`config.mk`:
```
export PLATFORM = sky130hd
export DESIGN_NAME = pps_sync_reset_gen
export DESIGN_NICKNAME = d
export VERILOG_FILES = /design/src/rtl/pps_sync_reset_gen.sv
export SDC_FILE = /design/constraint.sdc
export NUM_CORES = 1
export LEC_CHECK = 0
export ABC_AREA = 1
export BUFFER_PORTS_ARGS = -buffer_cell sky130_fd_sc_hd__buf_2
export CAP_MARGIN = 20
export CORE_UTILIZATION = 50
export DETAILED_ROUTE_END_ITERATION = 8
export MAX_ROUTING_LAYER = met4
export PLACE_DENSITY_LB_ADDON = 0.3
export SLEW_MARGIN = 5
export SYNTH_ARGS = -nofsm -noshare
export SYNTH_HDL_FRONTEND = slang
export SYNTH_SLANG_ARGS = --single-unit
```
`constraint.sdc`:
```
create_clock -name CLK -period 3.6 [get_ports CLK]
set_input_delay 0.36 -clock CLK [delete_from_list [all_inputs] [get_ports CLK]]
set_output_delay 0.36 -clock CLK [all_outputs]
set_load 0.01 [all_outputs]
```
`src/rtl/pps_sync_reset_gen.sv`:
```
// PPS-qualified multi-channel synchronous reset generator: measures the GPS PPS interval,
// then releases N_CH staggered resets and starts phase-aligned divided clock enables.
module pps_sync_reset_gen #(
   parameter int unsigned N_CH       = 2,
   parameter int unsigned CLK_HZ     = 32768000,
   parameter int unsigned PPS_TOL    = 64,
   parameter int unsigned RST_CYCLES = 16,
   parameter int unsigned CH_STAGGER = 0,
   parameter int unsigned DIV        = 4,
   parameter bit          REQ_LOCK   = 1'b1
) (
   input  logic            CLK,
   input  logic            nRST,
   input  logic            GPS_PPS,
   input  logic            ARM,
   input  logic            MODE,
   output logic [N_CH-1:0] SYNCH_nRST,
   output logic [N_CH-1:0] DIV_EN,
   output logic            PPS_LOCK,
   output logic            PPS_MISSING,
   output logic            BUSY
);
   localparam int unsigned ICNT_SAT = CLK_HZ + PPS_TOL + 1;
   localparam int unsigned IW       = $clog2(CLK_HZ + PPS_TOL + 2);
   localparam int unsigned LAST_REL = RST_CYCLES + (N_CH - 1) * CH_STAGGER;
   localparam int unsigned CW       = $clog2(LAST_REL + 2);
   localparam int unsigned DW       = $clog2(DIV);

   typedef enum logic [2:0] {
      S_IDLE,
      S_WAIT,
      S_HOLD,
      S_REL,
      S_RUN
   } state_t;

   state_t                   state_q, state_d;
   logic                     pps_meta_q, pps_meta_d;
   logic                     pps_sync_q, pps_sync_d;
   logic                     pps_dly_q, pps_dly_d;
   logic                     edge_q, edge_d;
   logic [IW-1:0]            icnt_q, icnt_d;
   logic                     seen_q, seen_d;
   logic                     lock_q, lock_d;
   logic                     missing_q, missing_d;
   logic [CW-1:0]            cnt_q, cnt_d;
   logic [N_CH-1:0]          nrst_q, nrst_d;
   logic [N_CH-1:0]          div_en_q, div_en_d;
   logic [N_CH-1:0][DW-1:0]  dcnt_q, dcnt_d;
   logic                     busy_q, busy_d;
   logic                     in_win;
   logic                     is_exact;
   logic                     qual;

   // PPS synchronizer, edge register and interval qualification
   always_comb begin : pps_qual_comb
      pps_meta_d = GPS_PPS;
      pps_sync_d = pps_meta_q;
      pps_dly_d  = pps_sync_q;
      edge_d     = pps_sync_q & ~pps_dly_q;
      icnt_d     = icnt_q;
      seen_d     = seen_q;
      lock_d     = lock_q;
      missing_d  = missing_q;
      in_win     = (icnt_q >= IW'(CLK_HZ - PPS_TOL)) && (icnt_q <= IW'(CLK_HZ + PPS_TOL));
      is_exact   = (icnt_q == IW'(CLK_HZ));
      if (edge_q) begin
         icnt_d    = IW'(1);
         seen_d    = 1'b1;
         missing_d = 1'b0;
         if (seen_q) begin
            lock_d = in_win;
         end
      end else if (icnt_q != IW'(ICNT_SAT)) begin
         icnt_d = icnt_q + IW'(1);
         if (icnt_q == IW'(ICNT_SAT - 1)) begin
            missing_d = 1'b1;
            lock_d    = 1'b0;
         end
      end
      qual = edge_q & (lock_d | ~REQ_LOCK);
   end

   always_ff @(posedge CLK) begin : state_reg
      if (!nRST) begin
         state_q <= S_IDLE;
      end else begin
         state_q <= state_d;
      end
   end

   // Next state; cnt counts cycles since the QUAL that entered HOLD
   always_comb begin : fsm_next
      state_d = state_q;
      cnt_d   = '0;
      unique case (state_q)
         S_IDLE: if (ARM) state_d = S_WAIT;
         S_WAIT: if (qual) state_d = S_HOLD;
         S_HOLD, S_REL: begin
            if (qual && MODE) begin
               state_d = S_HOLD;
            end else begin
               cnt_d = cnt_q + CW'(1);
               if (32'(cnt_q) >= LAST_REL) begin
                  state_d = S_RUN;
               end else if (32'(cnt_d) >= RST_CYCLES) begin
                  state_d = S_REL;
               end else begin
                  state_d = S_HOLD;
               end
            end
         end
         S_RUN: if (qual && MODE && !is_exact) state_d = S_HOLD;
         default: state_d = S_IDLE;
      endcase
   end

   // Registered outputs derived from the next state
   always_comb begin : fsm_out
      busy_d   = (state_d == S_HOLD) || (state_d == S_REL);
      nrst_d   = '0;
      dcnt_d   = '0;
      div_en_d = '0;
      for (int i = 0; i < int'(N_CH); i++) begin
         if (state_d == S_RUN) begin
            nrst_d[i] = 1'b1;
         end else if (busy_d) begin
            nrst_d[i] = 32'(cnt_d) >= (RST_CYCLES + CH_STAGGER * unsigned'(i));
         end
         if (nrst_d[i] && nrst_q[i]) begin
            dcnt_d[i] = (dcnt_q[i] == DW'(DIV - 1)) ? '0 : dcnt_q[i] + DW'(1);
         end
         div_en_d[i] = nrst_d[i] && (dcnt_d[i] == '0);
      end
   end

   always_ff @(posedge CLK) begin : data_reg
      if (!nRST) begin
         pps_meta_q <= 1'b0;
         pps_sync_q <= 1'b0;
         pps_dly_q  <= 1'b0;
         edge_q     <= 1'b0;
         icnt_q     <= '0;
         seen_q     <= 1'b0;
         lock_q     <= 1'b0;
         missing_q  <= 1'b0;
         cnt_q      <= '0;
         nrst_q     <= '0;
         div_en_q   <= '0;
         dcnt_q     <= '0;
         busy_q     <= 1'b0;
      end else begin
         pps_meta_q <= pps_meta_d;
         pps_sync_q <= pps_sync_d;
         pps_dly_q  <= pps_dly_d;
         edge_q     <= edge_d;
         icnt_q     <= icnt_d;
         seen_q     <= seen_d;
         lock_q     <= lock_d;
         missing_q  <= missing_d;
         cnt_q      <= cnt_d;
         nrst_q     <= nrst_d;
         div_en_q   <= div_en_d;
         dcnt_q     <= dcnt_d;
         busy_q     <= busy_d;
      end
   end

   assign SYNCH_nRST  = nrst_q;
   assign DIV_EN      = div_en_q;
   assign PPS_LOCK    = lock_q;
   assign PPS_MISSING = missing_q;
   assign BUSY        = busy_q;

endmodule

```
==> metrics.md, run 1 <==
| Metric | Value |
|---|---|
| Worst hold path stage count | 3 |
| TritonCTS Buffers | 5 |
| Sequential cell area | 961 um^2 |
| Initial core utilization | 53.0% |
| Die area | 4990 um^2 |
| Vias in the first global route | 1901 |
| FF-to-FF Start | icnt_q[19]$_SDFFE_PP0N_ |
| Count of final hold-check violations | 0 |
| Commonest non-fill, non-tap cell in the layout | inv_1 |
| Startpoint type of the worst setup path | flop |
| Crit end category | flop |
| Post-route DRC | 0 |
| Die height | 70.6 um |
| Clk_lat worst skew | 0.30 ns |
| Max-slew violations | 0 |
| Final Wtd Congestion | 0.944 |
| CTS HTree Levels | 2 |
| Worst Reg-to-Reg Cells | 10 |
| Adder-cell area share of the yosys netlist | 3.72% |
| Cts hold-fix bufs | 0 |
| Max-slew headroom | 64.6% |
| Fillers | 441 |
| Distinct cells, synth | 36 |
| Placement Rows | 24 |
| HP Start | GPS_PPS |
| CTS sink count | 48 |
| Fin nets | 347 |
| CP Max Fanout | 6 |
| Root Driver | clkbuf_8 |
| Syn avg cell area | 7.36 um^2 |
| Grt total ovfl | 0 |
| Fin crit period | 1.88 ns |
| Final WS setup | 1.72 ns |
| Fin Clk Skew | 0.00517 ns |
| Setup tns final | 0 ns |
| Via/cell ratio | 5.23 |
| Syn Std Cell Area | 2360 um^2 |
| Die width | 70.6 um |
| Initial DRC count | 93 |
| Core footprint | 4440 um^2 |
| Critical path class | reg -> reg |
| Leak | 0.00102 uW |
| Via count | 2024 |
| Hpwl dp | 3480 um |
| Wire length per cell | 11.5 um |
| Post-CTS Setup Inserts | 0 |
| Place WS | 1.64 ns |
| Clock-pin slew on the worst setup and hold paths | 0.08 ns |
| CTS tree | yes |
| GRT Resource Usage Total | 20.9% |
| Ys Warns | 0 |
| Setup slack, reg-to-reg | 1.72 ns |
| Area grow syn2layout | 8.02% |
| Max Cap Violations | 0 |
| Tcrit/Tclk final | 52.2% |
| Final ANT Viol Nets | 0 |
| Synth Area in Simple Gates | 32.8% |
| Final WL | 4440 um |
| CP arrival | 2.08 ns |
| Fmax | 532 MHz |
| Largest net degree at the start of global routing | 18 |
| Status | finished, final reports clean |
| Number of synthesized register bits | 48 |
| Worst IR Drop VDD | 0.225 mV |
| Initial DRT Pass Iterations | 4 |
| Post-synthesis mux area share | 0% |
| Synth Net Count | 332 |
| # diodes | 0 |
| Sequential-to-total area share from yosys stat | 40.8% |
| Post-CTS sizing | 0 |
| Hold Crit Class | in -> reg |
| Post-Syn Instances | 320 |
| Compound-Gate Fraction of Synth Area | 12.3% |
| Multi-input logic area | 1180 um^2 |
| # setup viols final | 0 |
| Most frequent cells in the layout | 49 x inv_1, 48 x dfxtp_1, 46 x nand2_1 |
| Req. time, crit path | 3.80 ns |
| Slew @ Worst Pin | 0.526 ns |
| # port buffers | 11 |
| Share of cells above drive strength 1 | 13.4% |
| Layout Utilization | 57.3% |
| Worst R2R End | DIV_EN[1]$_SDFF_PN0_ |
| WHS Endpoint | pps_meta_q$_SDFF_PN0_ |
| RSZ-0062 raised after global routing | false |
| Largest family of logic cells by synthesized area | simple AND/OR/NAND/NOR gates |
| Initial antenna violation count | 0 |
| I/O Pins | 12 |
| Power Density | 349 nW/um^2 |
| CTS max path bufs | 2 |
| First-pass GRT wire length | 8010 um |
| Synth Area in XOR/XNOR | 1.12% |
==> how the worst max path moves through the flow <==
stage | cells after the start | endpoint | slack, ns | start
final | 10 | DIV_EN[1]$_SDFF_PN0_ | 1.72 | icnt_q[19]$_SDFFE_PP0N_
after global routing | 11 | icnt_q[19]$_SDFFE_PP0N_ | 1.42 | icnt_q[1]$_SDFFE_PP0N_
after CTS | 11 | icnt_q[19]$_SDFFE_PP0N_ | 1.71 | icnt_q[1]$_SDFFE_PP0N_
after detailed placement | 6 | icnt_q[11]$_SDFFE_PP0N_ | 1.64 | nRST
after global placement | 6 | icnt_q[11]$_SDFFE_PP0N_ | 1.60 | nRST
after floorplan | 11 | icnt_q[19]$_SDFFE_PP0N_ | 1.96 | icnt_q[1]$_SDFFE_PP0N_
==> cells by family (layout without fill, tap and decap cells) <==
logic type / after synthesis / count (layout)
AND/OR/NAND/NOR: 151 / 151
AO/OA/AOI/OAI: 54 / 54
flip-flops: 48 / 48
buffers and inverters: 57 / 72
adder cells (fa/ha/maj): 7 / 7
XOR/XNOR: 3 / 3
==> stage by stage <==
step                      cell area, um^2  total power (uW)  hold slack (ns)  cells
final                                2540               887            0.235    387
after global routing                 2540               934            0.237    387
after CTS                            2540               904            0.230    387
after detailed placement             2460               595            0.378    380
after global placement               2460               594            0.373    380
after floorplan                      2360               583            0.368    320
==> cell type report <==
cell class	instances	share of cell area [%]
Clock inverter	2	0.492
Clock buffer	5	2.70
Inverter	53	7.82
Timing Repair Buffer	12	2.46
Tap cell	52	2.56
Multi-Input combinational cell	215	46.2
Sequential cell	48	37.8
==> flip-flops by register name, summed over array words and instances (netlist names), 2 cells and up <==
name	cells
dcnt_q	4
cnt_q	5
DIV_EN	2
icnt_q	25
state_q	3
==> Yosys cell counts (all sizes together) <==
cell type | count | area [um^2]
a2111oi | 1 | 8.76
xnor2 | 2 | 17.5
nor3b | 2 | 15.0
dfxtp | 48 | 961
ha | 7 | 87.6
and3 | 2 | 12.5
nand2 | 53 | 231
clkbuf | 2 | 7.51
o211ai | 4 | 30.0
clkinv | 1 | 3.75
a21oi | 29 | 145
inv | 52 | 195
o21a | 1 | 7.51
xor2 | 1 | 8.76
buf | 2 | 12.5
nor4 | 2 | 12.5
nand3b | 1 | 7.51
nor2 | 46 | 193
or3 | 1 | 6.26
a31oi | 2 | 12.5
nand3 | 16 | 120
nand4 | 8 | 56.3
nor3 | 18 | 106
or2 | 2 | 12.5
o21ai | 17 | 85.1
==> per-layer routing <==
layer	GRT usage (%)	share of wire [%]
met5	-	0
met4	9.78	2.7
met3	5.13	4.0
met2	33.2	44
met1	25.0	49
==> report_power, final <==
part	internal, uW	switching [uW]	leakage (uW)	total (uW)
clock	132	175	0.0000400	306
sequential	537	4.67	0.000388	542
combinational	14.0	25.4	0.000589	39.4
==> critical path, stage by stage, from the launching register on <==
cell and delay [ns]:
dfxtp_1 0.37, inv_1 0.14, nand4_1 0.13, nor4_1 0.48
nand2_1 0.15, nand4_2 0.15, nand2_4 0.07, nand3_4 0.08
nand2_4 0.07, nor2_1 0.09, nor2_1 0.05
Power figures use the tool's default switching activity.
==> run 2, diff against run 1 <==
Clock period 3.6 ns to 1.6 ns, I/O delays scaled along.
==> metrics.md, run 2 (same netlist as run 1, synthesis figures left out) <==
| Metric | Value |
|---|---|
| Share of cells above drive strength 1 | 49.5% (+36 points) |
| Setup crit end | DIV_EN[1]$_SDFF_PN0_ |
| Placement Rows | 24 (unchanged) |
| First-pass GRT wire length | 10300 um (+29%) |
| Power, Total | 2310 uW (+160%) |
| Fin crit period | 1.89 ns (+0.0121 ns) |
| I/O Pins | 12 (unchanged) |
| Clk_lat worst skew | 0.31 ns (about the same) |
| # port buffers | 11 (unchanged) |
| Multi-input logic area | 1430 um^2 (+22%) |
| Grt total ovfl | 0 (unchanged) |
| Die width | 70.6 um (unchanged) |
| Violated checks | negative setup slack |
| Initial DRC count | 206 (+120%) |
| Post-route DRC | 0 (unchanged) |
| Core footprint | 4440 um^2 (unchanged) |
| Final WS setup | -0.291 ns (-2.01 ns) |
| Tcrit/Tclk final | 118% (+66 points) |
| CP Max Fanout | 6 (unchanged) |
| # setup viols final | 28 (+28) |
| Worst Reg-to-Reg Cells | 13 (+3) |
| Slowest-stage cell, CP | dfxtp_2 |
| Crit-path most repeated cell | nand2_4 |
| Largest regs | icnt_q x25, cnt_q x5, dcnt_q x4 |
| Worst R2R End | DIV_EN[1]$_SDFF_PN0_ |
| CTS max path bufs | 2 (unchanged) |
| Power Density | 659 nW/um^2 (+89%) |
| Initial antenna violation count | 0 (unchanged) |
| Most frequent cells in the layout | 75 x buf_4, 37 x inv_1, 31 x nand2_1 |
| CP arrival | 2.10 ns (+0.02 ns) |
| Hold Crit Class | in -> reg |
| FF-to-FF Start | icnt_q[14]$_SDFFE_PP0N_ |
| Top delay family on crit path | simple AND/OR/NAND/NOR gates |
| TritonCTS Buffers | 5 (unchanged) |
| GRT Resource Usage Total | 26.9% (+6.0 points) |
| Startpoint type of the worst setup path | flop |
| Stages on worst setup path | 13 (+3) |
| Vias in the first global route | 2339 (+23%) |
| Count of final hold-check violations | 0 (unchanged) |
| CTS tree | yes |
| Crit path launch | icnt_q[14]$_SDFFE_PP0N_ |
| Max-slew violations | 0 (unchanged) |
| Req. time, crit path | 1.81 ns (-1.99 ns) |
| Crit-path cells | inv_2 -> nand2_2 -> nor2_4 -> nand2_4 -> nor4_4 -> buf_4 -> nand2_4 -> nand4_4 -> nand2_4 -> nand3_4 -> nand2_4 -> nor2_2 -> nor2_1 |
| Top reg by flops | icnt_q |
| Die height | 70.6 um (unchanged) |
| Initial DRT Pass Iterations | 5 (+1) |
| Largest register FFs | 25 (unchanged) |
| CTS sink count | 48 (unchanged) |
| Clock-pin slew on the worst setup and hold paths | 0.09 ns (about the same) |
| Final WL | 7210 um (+62%) |
| Slew @ Worst Pin | 0.479 ns (-0.0469 ns) |
| RSZ-0062 raised after global routing | true |
| Crit path largest cell delay | 0.36 ns (-0.12 ns) |
| Critical path class | reg -> reg |
| Max Cap Violations | 0 (unchanged) |
| Sequential cell area | 997 um^2 (+3.8%) |
| Largest net degree at the start of global routing | 17 (-1) |
| Root Driver | clkbuf_8 |
| Worst IR Drop VDD | 0.528 mV (+130%) |
| Fin Clk Skew | 0.00776 ns (+0.00258 ns) |
| Place WS | -0.178 ns (-1.82 ns) |
| Wire length per cell | 15.4 um (+34%) |
| Cts hold-fix bufs | 0 (unchanged) |
| Worst hold path stage count | 3 (unchanged) |
| Initial core utilization | 53.0% (unchanged) |
| Setup slack, reg-to-reg | -0.29 ns (-2.01 ns) |
| Final Wtd Congestion | 0.884 (-6.3%) |
| Fin nets | 427 (+23%) |
| Fillers | 274 (-38%) |
| Setup tns final | -4.33 ns (-4.33 ns) |
| CTS HTree Levels | 2 (unchanged) |
| Leak | 0.00152 uW (+50%) |
| Fmax | 529 MHz (-0.64%) |
| Status | finished with violations |
| # diodes | 0 (unchanged) |
| Via/cell ratio | 5.43 (+3.7%) |
| Commonest non-fill, non-tap cell in the layout | buf_4 |
| Crit end category | flop |
| Area grow syn2layout | 48.5% |
| Max-slew headroom | 67.7% (+3.2 points) |
| Final ANT Viol Nets | 0 (unchanged) |
| Die area | 4990 um^2 (unchanged) |
| Via count | 2539 (+25%) |
| Hpwl dp | 3980 um (+14%) |
| Crit path buffers/inverters | 2 (+1) |
-- run 2: changes by cell type in the layout (fill, tap and decap cells not counted), sizes merged --
| cell | change |
|---|---|
| clkbuf | +1 |
| clkinvlp | -1 |
| buf | +80 |
| bufinv | +1 |
-- run 2: metal layers --
layer | track usage (%) | share of wire [%]
met1 | 31.5 | 40
met2 | 45.6 | 51
met3 | 5.56 | 5.1
met4 | 10.0 | 3.8
met5 | - | 0
-- run 2: worst min path at each step --
stage                       start               endpoint  slack (ns)
after global placement    GPS_PPS  pps_meta_q$_SDFF_PN0_        0.35
after floorplan           GPS_PPS  pps_meta_q$_SDFF_PN0_        0.26
after detailed placement  GPS_PPS  pps_meta_q$_SDFF_PN0_        0.35
final                     GPS_PPS  pps_meta_q$_SDFF_PN0_        0.03
after CTS                 GPS_PPS  pps_meta_q$_SDFF_PN0_        0.03
after global routing      GPS_PPS  pps_meta_q$_SDFF_PN0_        0.03
-- run 2: worst reg2reg max path: cells and delay by family, from the launching register on --
| family | cells | cell delay (ns) |
|---|---|---|
| buffers and inverters | 2 | 0.26 |
| and+or+nand+nor | 11 | 1.16 |
| DFF | 1 | 0.36 |
-- run 2: metrics by stage --
step	instance area, um^2	util [%]	cells	hold slack [ns]
2_1_floorplan	2370	-	320	0.258
3_3_place_gp	2890	65.0	435	0.346
3_5_place_dp	2890	65.0	435	0.348
4_1_cts	3240	72.8	457	0.0260
5_1_grt	3500	78.7	468	0.0270
6_report	3500	78.7	468	0.0328
-- run 2: repair_timing --
action	CTS	global route
buffers inserted	14	11
pin swaps	16	28
cloned	0	0
resized for setup	56	60
endpoints found under the setup margin	21	34
-- run 2: cell type report --
type,count,area share (%)
multi-input combinational,215,40.9
sequential,48,28.5
timing repair buffer,92,19.6
inverter,53,5.68
clock buffer,6,2.36
tap,52,1.86
clock inverter,2,1.11
-- run 2: power by group --
group	switching (uW)	total [uW]	leakage [uW]	internal, uW
clock network	438	949	0.0000614	512
registers	9.60	1210	0.000400	1200
logic	87.1	144	0.00106	56.8
